--- src/rtl/tx_pad_ctrl_pkg.sv ---
// Shared definitions for the transmit pad/framing stage: length defaults,
// FSM state encoding, and lane helper functions.
package tx_pad_ctrl_pkg;

    localparam int MIN_LEN_DEFAULT = 60;
    localparam int MAX_LEN_DEFAULT = 1514;

    typedef enum logic [1:0] {
        IDLE = 2'd0,
        DATA = 2'd1,
        PAD  = 2'd2,
        GAP  = 2'd3
    } state_t;

    function automatic logic [3:0] popcount8(input logic [7:0] v);
        logic [3:0] sum;
        sum = 4'd0;
        for (int i = 0; i < 8; i++) begin
            sum = sum + {3'd0, v[i]};
        end
        return sum;
    endfunction

    // n lanes starting at lane 0; anything of 8 or more saturates to a full word.
    function automatic logic [7:0] laneMask(input logic [3:0] n);
        if (n >= 4'd8) begin
            return 8'hFF;
        end
        return 8'((9'd1 << n) - 9'd1);
    endfunction

    function automatic logic [63:0] maskData(input logic [63:0] data, input logic [7:0] mask);
        logic [63:0] res;
        res = data;
        for (int i = 0; i < 8; i++) begin
            if (!mask[i]) begin
                res[i*8 +: 8] = 8'h00;
            end
        end
        return res;
    endfunction

endpackage

--- src/rtl/tx_pad_ctrl.sv ---
// Frames client words for the MAC transmit path: measures each frame from the
// external byte counter and zero-pads runt frames up to the minimum length.
module tx_pad_ctrl
    import tx_pad_ctrl_pkg::*;
#(
    parameter int MIN_LEN = MIN_LEN_DEFAULT,
    parameter int MAX_LEN = MAX_LEN_DEFAULT
) (
    input  logic        CLK,
    input  logic        RESET,
    input  logic        TX_SOF,
    input  logic        TX_EOF,
    input  logic [63:0] TX_DATA,
    input  logic [7:0]  TX_VALID,
    output logic        TX_READY,
    input  logic [15:0] BYTE_COUNTER,
    output logic        COUNT_START,
    output logic [63:0] PAD_DATA,
    output logic [7:0]  PAD_VALID,
    output logic        PAD_SOF,
    output logic        PAD_EOF,
    output logic [15:0] FRAME_LEN,
    output logic        PADDED,
    output logic        OVERSIZE
);

    localparam logic [15:0] MIN_L = 16'(MIN_LEN);
    localparam logic [15:0] MAX_L = 16'(MAX_LEN);

    state_t      r_state;
    state_t      w_state_nxt;
    logic [15:0] r_base;
    logic [15:0] w_base_nxt;
    logic [15:0] r_pe;
    logic [15:0] w_pe_nxt;

    logic [63:0] r_pad_data;
    logic [7:0]  r_pad_valid;
    logic        r_pad_sof;
    logic        r_pad_eof;
    logic [15:0] r_frame_len;
    logic        r_padded;
    logic        r_oversize;

    logic [63:0] w_data_nxt;
    logic [7:0]  w_valid_nxt;
    logic        w_sof_nxt;
    logic        w_eof_nxt;
    logic [15:0] w_len_nxt;
    logic        w_padded_nxt;
    logic        w_oversize_nxt;

    logic        w_ready;
    logic        w_take;
    logic [15:0] w_base;
    logic [15:0] w_e;
    logic [16:0] w_e8;
    logic [15:0] w_l;
    logic [16:0] w_pe8;

    assign w_ready     = !RESET && (r_state == IDLE || r_state == DATA);
    assign w_take      = w_ready && (TX_VALID != 8'h00) &&
                         ((r_state == IDLE && TX_SOF) || r_state == DATA);
    assign TX_READY    = w_ready;
    assign COUNT_START = w_take && !TX_EOF;

    // On a SOF&EOF word the base is captured in the same cycle, so E is 0.
    assign w_base = (r_state == IDLE) ? BYTE_COUNTER : r_base;
    assign w_e    = BYTE_COUNTER - w_base;
    assign w_e8   = {1'b0, w_e} + 17'd8;
    assign w_l    = w_e + {12'd0, popcount8(TX_VALID)};
    assign w_pe8  = {1'b0, r_pe} + 17'd8;

    always_comb begin
        w_state_nxt    = r_state;
        w_base_nxt     = r_base;
        w_pe_nxt       = r_pe;
        w_data_nxt     = 64'd0;
        w_valid_nxt    = 8'h00;
        w_sof_nxt      = 1'b0;
        w_eof_nxt      = 1'b0;
        w_len_nxt      = 16'd0;
        w_padded_nxt   = 1'b0;
        w_oversize_nxt = 1'b0;

        case (r_state)
            IDLE, DATA: begin
                if (w_take) begin
                    w_sof_nxt = (r_state == IDLE);
                    if (r_state == IDLE) begin
                        w_base_nxt = BYTE_COUNTER;
                    end
                    if (!TX_EOF) begin
                        w_data_nxt  = TX_DATA;
                        w_valid_nxt = 8'hFF;
                        w_state_nxt = DATA;
                    end else if (w_l >= MIN_L) begin
                        w_data_nxt     = TX_DATA;
                        w_valid_nxt    = TX_VALID;
                        w_eof_nxt      = 1'b1;
                        w_len_nxt      = w_l;
                        w_oversize_nxt = (w_l > MAX_L);
                        w_state_nxt    = GAP;
                    end else if (w_e8 >= {1'b0, MIN_L}) begin
                        w_data_nxt   = maskData(TX_DATA, TX_VALID);
                        w_valid_nxt  = laneMask(4'(MIN_L - w_e));
                        w_eof_nxt    = 1'b1;
                        w_len_nxt    = MIN_L;
                        w_padded_nxt = 1'b1;
                        w_state_nxt  = GAP;
                    end else begin
                        w_data_nxt  = maskData(TX_DATA, TX_VALID);
                        w_valid_nxt = 8'hFF;
                        w_pe_nxt    = w_e8[15:0];
                        w_state_nxt = PAD;
                    end
                end
            end
            PAD: begin
                if (w_pe8 < {1'b0, MIN_L}) begin
                    w_valid_nxt = 8'hFF;
                    w_pe_nxt    = w_pe8[15:0];
                end else begin
                    w_valid_nxt  = laneMask(4'(MIN_L - r_pe));
                    w_eof_nxt    = 1'b1;
                    w_len_nxt    = MIN_L;
                    w_padded_nxt = 1'b1;
                    w_state_nxt  = GAP;
                end
            end
            GAP: begin
                w_state_nxt = IDLE;
            end
            default: begin
                w_state_nxt = IDLE;
            end
        endcase
    end

    // A reset mid-frame drops the partial frame; no closing EOF is produced.
    always_ff @(posedge CLK or posedge RESET) begin
        if (RESET) begin
            r_state     <= IDLE;
            r_base      <= 16'd0;
            r_pe        <= 16'd0;
            r_pad_data  <= 64'd0;
            r_pad_valid <= 8'h00;
            r_pad_sof   <= 1'b0;
            r_pad_eof   <= 1'b0;
            r_frame_len <= 16'd0;
            r_padded    <= 1'b0;
            r_oversize  <= 1'b0;
        end else begin
            r_state     <= w_state_nxt;
            r_base      <= w_base_nxt;
            r_pe        <= w_pe_nxt;
            r_pad_data  <= w_data_nxt;
            r_pad_valid <= w_valid_nxt;
            r_pad_sof   <= w_sof_nxt;
            r_pad_eof   <= w_eof_nxt;
            r_frame_len <= w_len_nxt;
            r_padded    <= w_padded_nxt;
            r_oversize  <= w_oversize_nxt;
        end
    end

    assign PAD_DATA  = r_pad_data;
    assign PAD_VALID = r_pad_valid;
    assign PAD_SOF   = r_pad_sof;
    assign PAD_EOF   = r_pad_eof;
    assign FRAME_LEN = r_frame_len;
    assign PADDED    = r_padded;
    assign OVERSIZE  = r_oversize;

endmodule

--- config.mk ---
export PLATFORM = sky130hd
export DESIGN_NAME = tx_pad_ctrl
export DESIGN_NICKNAME = d
export VERILOG_FILES = /design/src/rtl/tx_pad_ctrl_pkg.sv /design/src/rtl/tx_pad_ctrl.sv
export SDC_FILE = /design/constraint.sdc
export NUM_CORES = 1
export LEC_CHECK = 0
export ABC_AREA = 1
export CAP_MARGIN = 20
export CORE_MARGIN = 8
export CORE_UTILIZATION = 40
export DETAILED_ROUTE_END_ITERATION = 10
export PLACE_DENSITY_LB_ADDON = 0.05
export SKIP_CTS_REPAIR_TIMING = 1
export SLEW_MARGIN = 20
export SYNTH_ARGS = -nofsm -noshare
export SYNTH_HDL_FRONTEND = slang
export SYNTH_SLANG_ARGS = --single-unit
--- constraint.sdc ---
create_clock -name CLK -period 4.6 [get_ports CLK]
set_clock_uncertainty 0.05 [all_clocks]
set_input_delay 0.92 -clock CLK [delete_from_list [all_inputs] [get_ports CLK]]
set_output_delay 0.92 -clock CLK [all_outputs]
set_load 0.1 [all_outputs]
==> reports/results.ini <==
[timing]
fin_crit_ns = 4.84
max_slew.worst_pin.slew_ns = 1.07
max_freq_mhz = 207
report.final.slew_viol_count = 0
hold_slack_ns = 0.439
rsz0062_at_grt = yes
fin_ws_ns = -0.238
maxSlewHeadroom_pct = 28.1
min_period_over_period_pct = 105
hold_violations = 0
finalSetupViolCount = 103

[clocking]
cts_tree = yes
clock_latency_ns = 0.42
clockBufferDepth = 2
cts_root_buf = clkbuf_16
cts_inserted_buffers = 17
cts_sinks = 126
path_clk_slew_ns = 0.06
h-tree-depth = 4

[worst_hold_path]
hp-class = reg2reg

[yosys]
synth_adder_area_share_pct = 5.50
syn-cell-area_um2 = 7970
yosys-top-cells-area = dfrtp_1 (40%), nand2_1 (10%), nand3_1 (8.4%)
synth_cells = 1068
yosys_warnings = 0
syn_nets = 1192
synth.distinct_cells = 48
yosysTopAreaCell = dfrtp_1
synthFlopType = dfrtp_1
synthMuxAreaShare_pct = 0.754
avgSynthCellArea_um2 = 7.46
synth-simple-area-share_pct = 33.2
yosysMostFrequentCell = nand2_1
synth_xor_xnor_area_share_pct = 2.83
synthArstFlopShare_pct = 100
ys_top_cells_by_count = nand2_1 (221), inv_1 (156), nand3_1 (133), dfrtp_1 (126), nor2_1 (103)
synth_edf_count = 0
seq_area_frac_synth_pct = 39.6
synth.top_cell.area_share_pct = 39.6
synth_compound_area_share_pct = 7.68
ys_seq_elements = 126
synth_top_family_by_area = simple AND/OR/NAND/NOR gates

[grt]
globalRouteMet2Util_pct = 34.8
top_usage_layer = met2
antenna_found_initial = 0
grt-ovfl-total = 0
met1_usage_pct = 24.0
met3_usage_pct = 4.88
grt_pass1_wl_mm = 38.4
grt_usage_pct = 19.8
grt_pass1_vias = 7484
grt_max_degree = 58

[floorplanning]
initial_core_util_pct = 40.8
core-area_um2 = 19500
die_area_um2 = 24700
rows = 51
dieHeight_um = 157
num_io_pins = 186
fp.dieW_um = 157

[power]
p_sw_mw = 4.93
pwr-share-seq_pct = 15.4
p_comb_share_pct = 69.2
switching_share_pct = 51.9
power_mw = 9.50
p_leak_nw = 5.94
powerDensity_nw_per_um2 = 804
pwr-share-clk_pct = 15.4
internal_power_mw = 4.57
ir_drop_mv = 0.483

[detailed_routing]
first_pass_iters = 5
ant_nets = 0
vias = 7736
via_per_inst = 4.80
drt_iter0_markers = 410
drc_errors = 0
routedWlPerCell_um = 15.4
drt_wl_total_mm = 24.7

[placed_design]
hpwl_mm = 19.4
dp_cells = 1572
gp_congestion = 0.886
portBuffers = 185

[worst_setup_path]
crit_top_cell = nand2_1
path_max_fanout = 4
cpPeakStageDelay_ns = 0.56
r2r_setup_slack_ns = 0
critPathArrivalTime_ns = 5.14
critPathLaunchType = primary input
cp_top_family = adder cells
cp_num_buf_inv = 6
endpoint_kind = flip-flop
worstSetupPathType = in2reg
slowest_stage = fa_1
required_ns = 4.90

[run_status]
violations = negative setup slack
run_status = complete, but fails checks

[job]
cap_violations = 0

[final_layout]
stdcell_count = 1611
fin_nets = 1457
layout-drive-gt1-share_pct = 22.7
synthToLayoutAreaGrowth_pct = 48.3
n_antenna_cell = 0

path summary, 6_finish.rpt:
path / startpoint / endpoint / cells past startpoint
max: TX_VALID[3] / r_pe[4] / 27
min: r_base[14] / r_base[14] / 2
max reg2reg: r_state[1] / r_pe[4] / 28
min reg2reg: r_base[14] / r_base[14] / 2
max in group asynchronous: RESET / r_pe[12] / 3
min in group asynchronous: RESET / r_pe[11] / 2
layout make-up:
type                            instances  area, um2
Clock buffer                           19        443
Clock inverter                         13        186
Fill cell                            1767       7710
Inverter                              189        717
Multi-Input combinational cell        732       4480
Sequential cell                       126       3150
Tap cell                              265        332
Timing Repair Buffer                  267       2510
cell usage in the layout (no fill, tap or decap), types with 4 or more instances in the layout:
| cell type | netlist | layout |
|---|---|---|
| nand2_1 | 221 | 213 |
| clkdlybuf4s50_1 | 0 | 179 |
| inv_1 | 156 | 137 |
| dfrtp_1 | 126 | 126 |
| nand3_1 | 133 | 97 |
| nor2_1 | 103 | 95 |
| buf_4 | 0 | 79 |
| inv_2 | 29 | 46 |
| o21ai_0 | 48 | 45 |
| nand3_2 | 9 | 41 |
| nand2_2 | 37 | 31 |
| ha_1 | 27 | 27 |
| a21oi_1 | 27 | 26 |
| clkbuf_16 | 0 | 18 |
| nand4_1 | 16 | 16 |
| nor2_2 | 12 | 15 |
| xor2_1 | 15 | 14 |
| nor3_1 | 11 | 11 |
| nand2_8 | 1 | 10 |
| nor2_4 | 4 | 9 |
| o211ai_1 | 9 | 9 |
| nand3_4 | 4 | 8 |
| nand2_4 | 2 | 8 |
| o21ai_1 | 8 | 8 |
| xnor2_1 | 7 | 7 |
| mux2i_1 | 6 | 6 |
| o21ai_2 | 1 | 4 |
| clkinvlp_4 | 0 | 4 |
| bufinv_16 | 0 | 4 |
state kept, by name (all words and copies together) (netlist names):
name and flops:
FRAME_LEN 16, OVERSIZE 1, PADDED 1, PAD_DATA 64
PAD_EOF 1, PAD_SOF 1, PAD_VALID 8, r_base 16
r_pe 16, r_state 2
power groups by stage:
stage                     Sequential, mW  Combinational (mW)  Clock (mW)
after floorplan                     2.65                3.18           0
after global placement              1.48                6.26           0
after detailed placement            1.48                6.29           0
after CTS                           1.46                6.32        1.49
after global routing                1.49                7.21        1.53
final                               1.46                6.57        1.46
routing by layer:
layer / wire (um) / vias up / part of all wire, %
met3: 1740 / 26 / 7.0
met1: 10500 / 3577 / 43
met4: 363 / 0 / 1.5
met5: 0 / - / 0
li1: - / 3915 / -
met2: 12100 / 218 / 49
kinds of logic (layout without fill, tap and decap cells):
family | Yosys count | count (layout)
buffers and inverters | 211 | 488
XOR/XNOR | 24 | 24
AO/OA/AOI/OAI | 108 | 108
multiplexers | 6 | 6
adder cells (fa/ha/maj) | 32 | 32
AND/OR/NAND/NOR | 561 | 562
flip-flops | 126 | 126
worst register-to-register path, delay by kind of cell, from the launching register on:
kind | cells | cell delay, ns
compound gates | 2 | 0.13
fa+ha+maj | 4 | 1.67
buf+inv | 4 | 0.39
flops | 1 | 0.41
simple gates | 18 | 1.90
stage by stage:
step                      instance area [um2]  setup TNS [ns]  util (%)  setup WS (ns)
after floorplan                          8060           -4.27         -         -0.148
after global placement                  10700          -95.69      54.7         -0.967
after detailed placement                10700          -97.99      54.7          -1.02
after CTS                               11300          -53.81      57.9         -0.591
after global routing                    11800          -32.56      60.5         -0.381
final                                   11800          -16.98      60.5         -0.238
No activity file was read; power rests on OpenSTA's default activity.
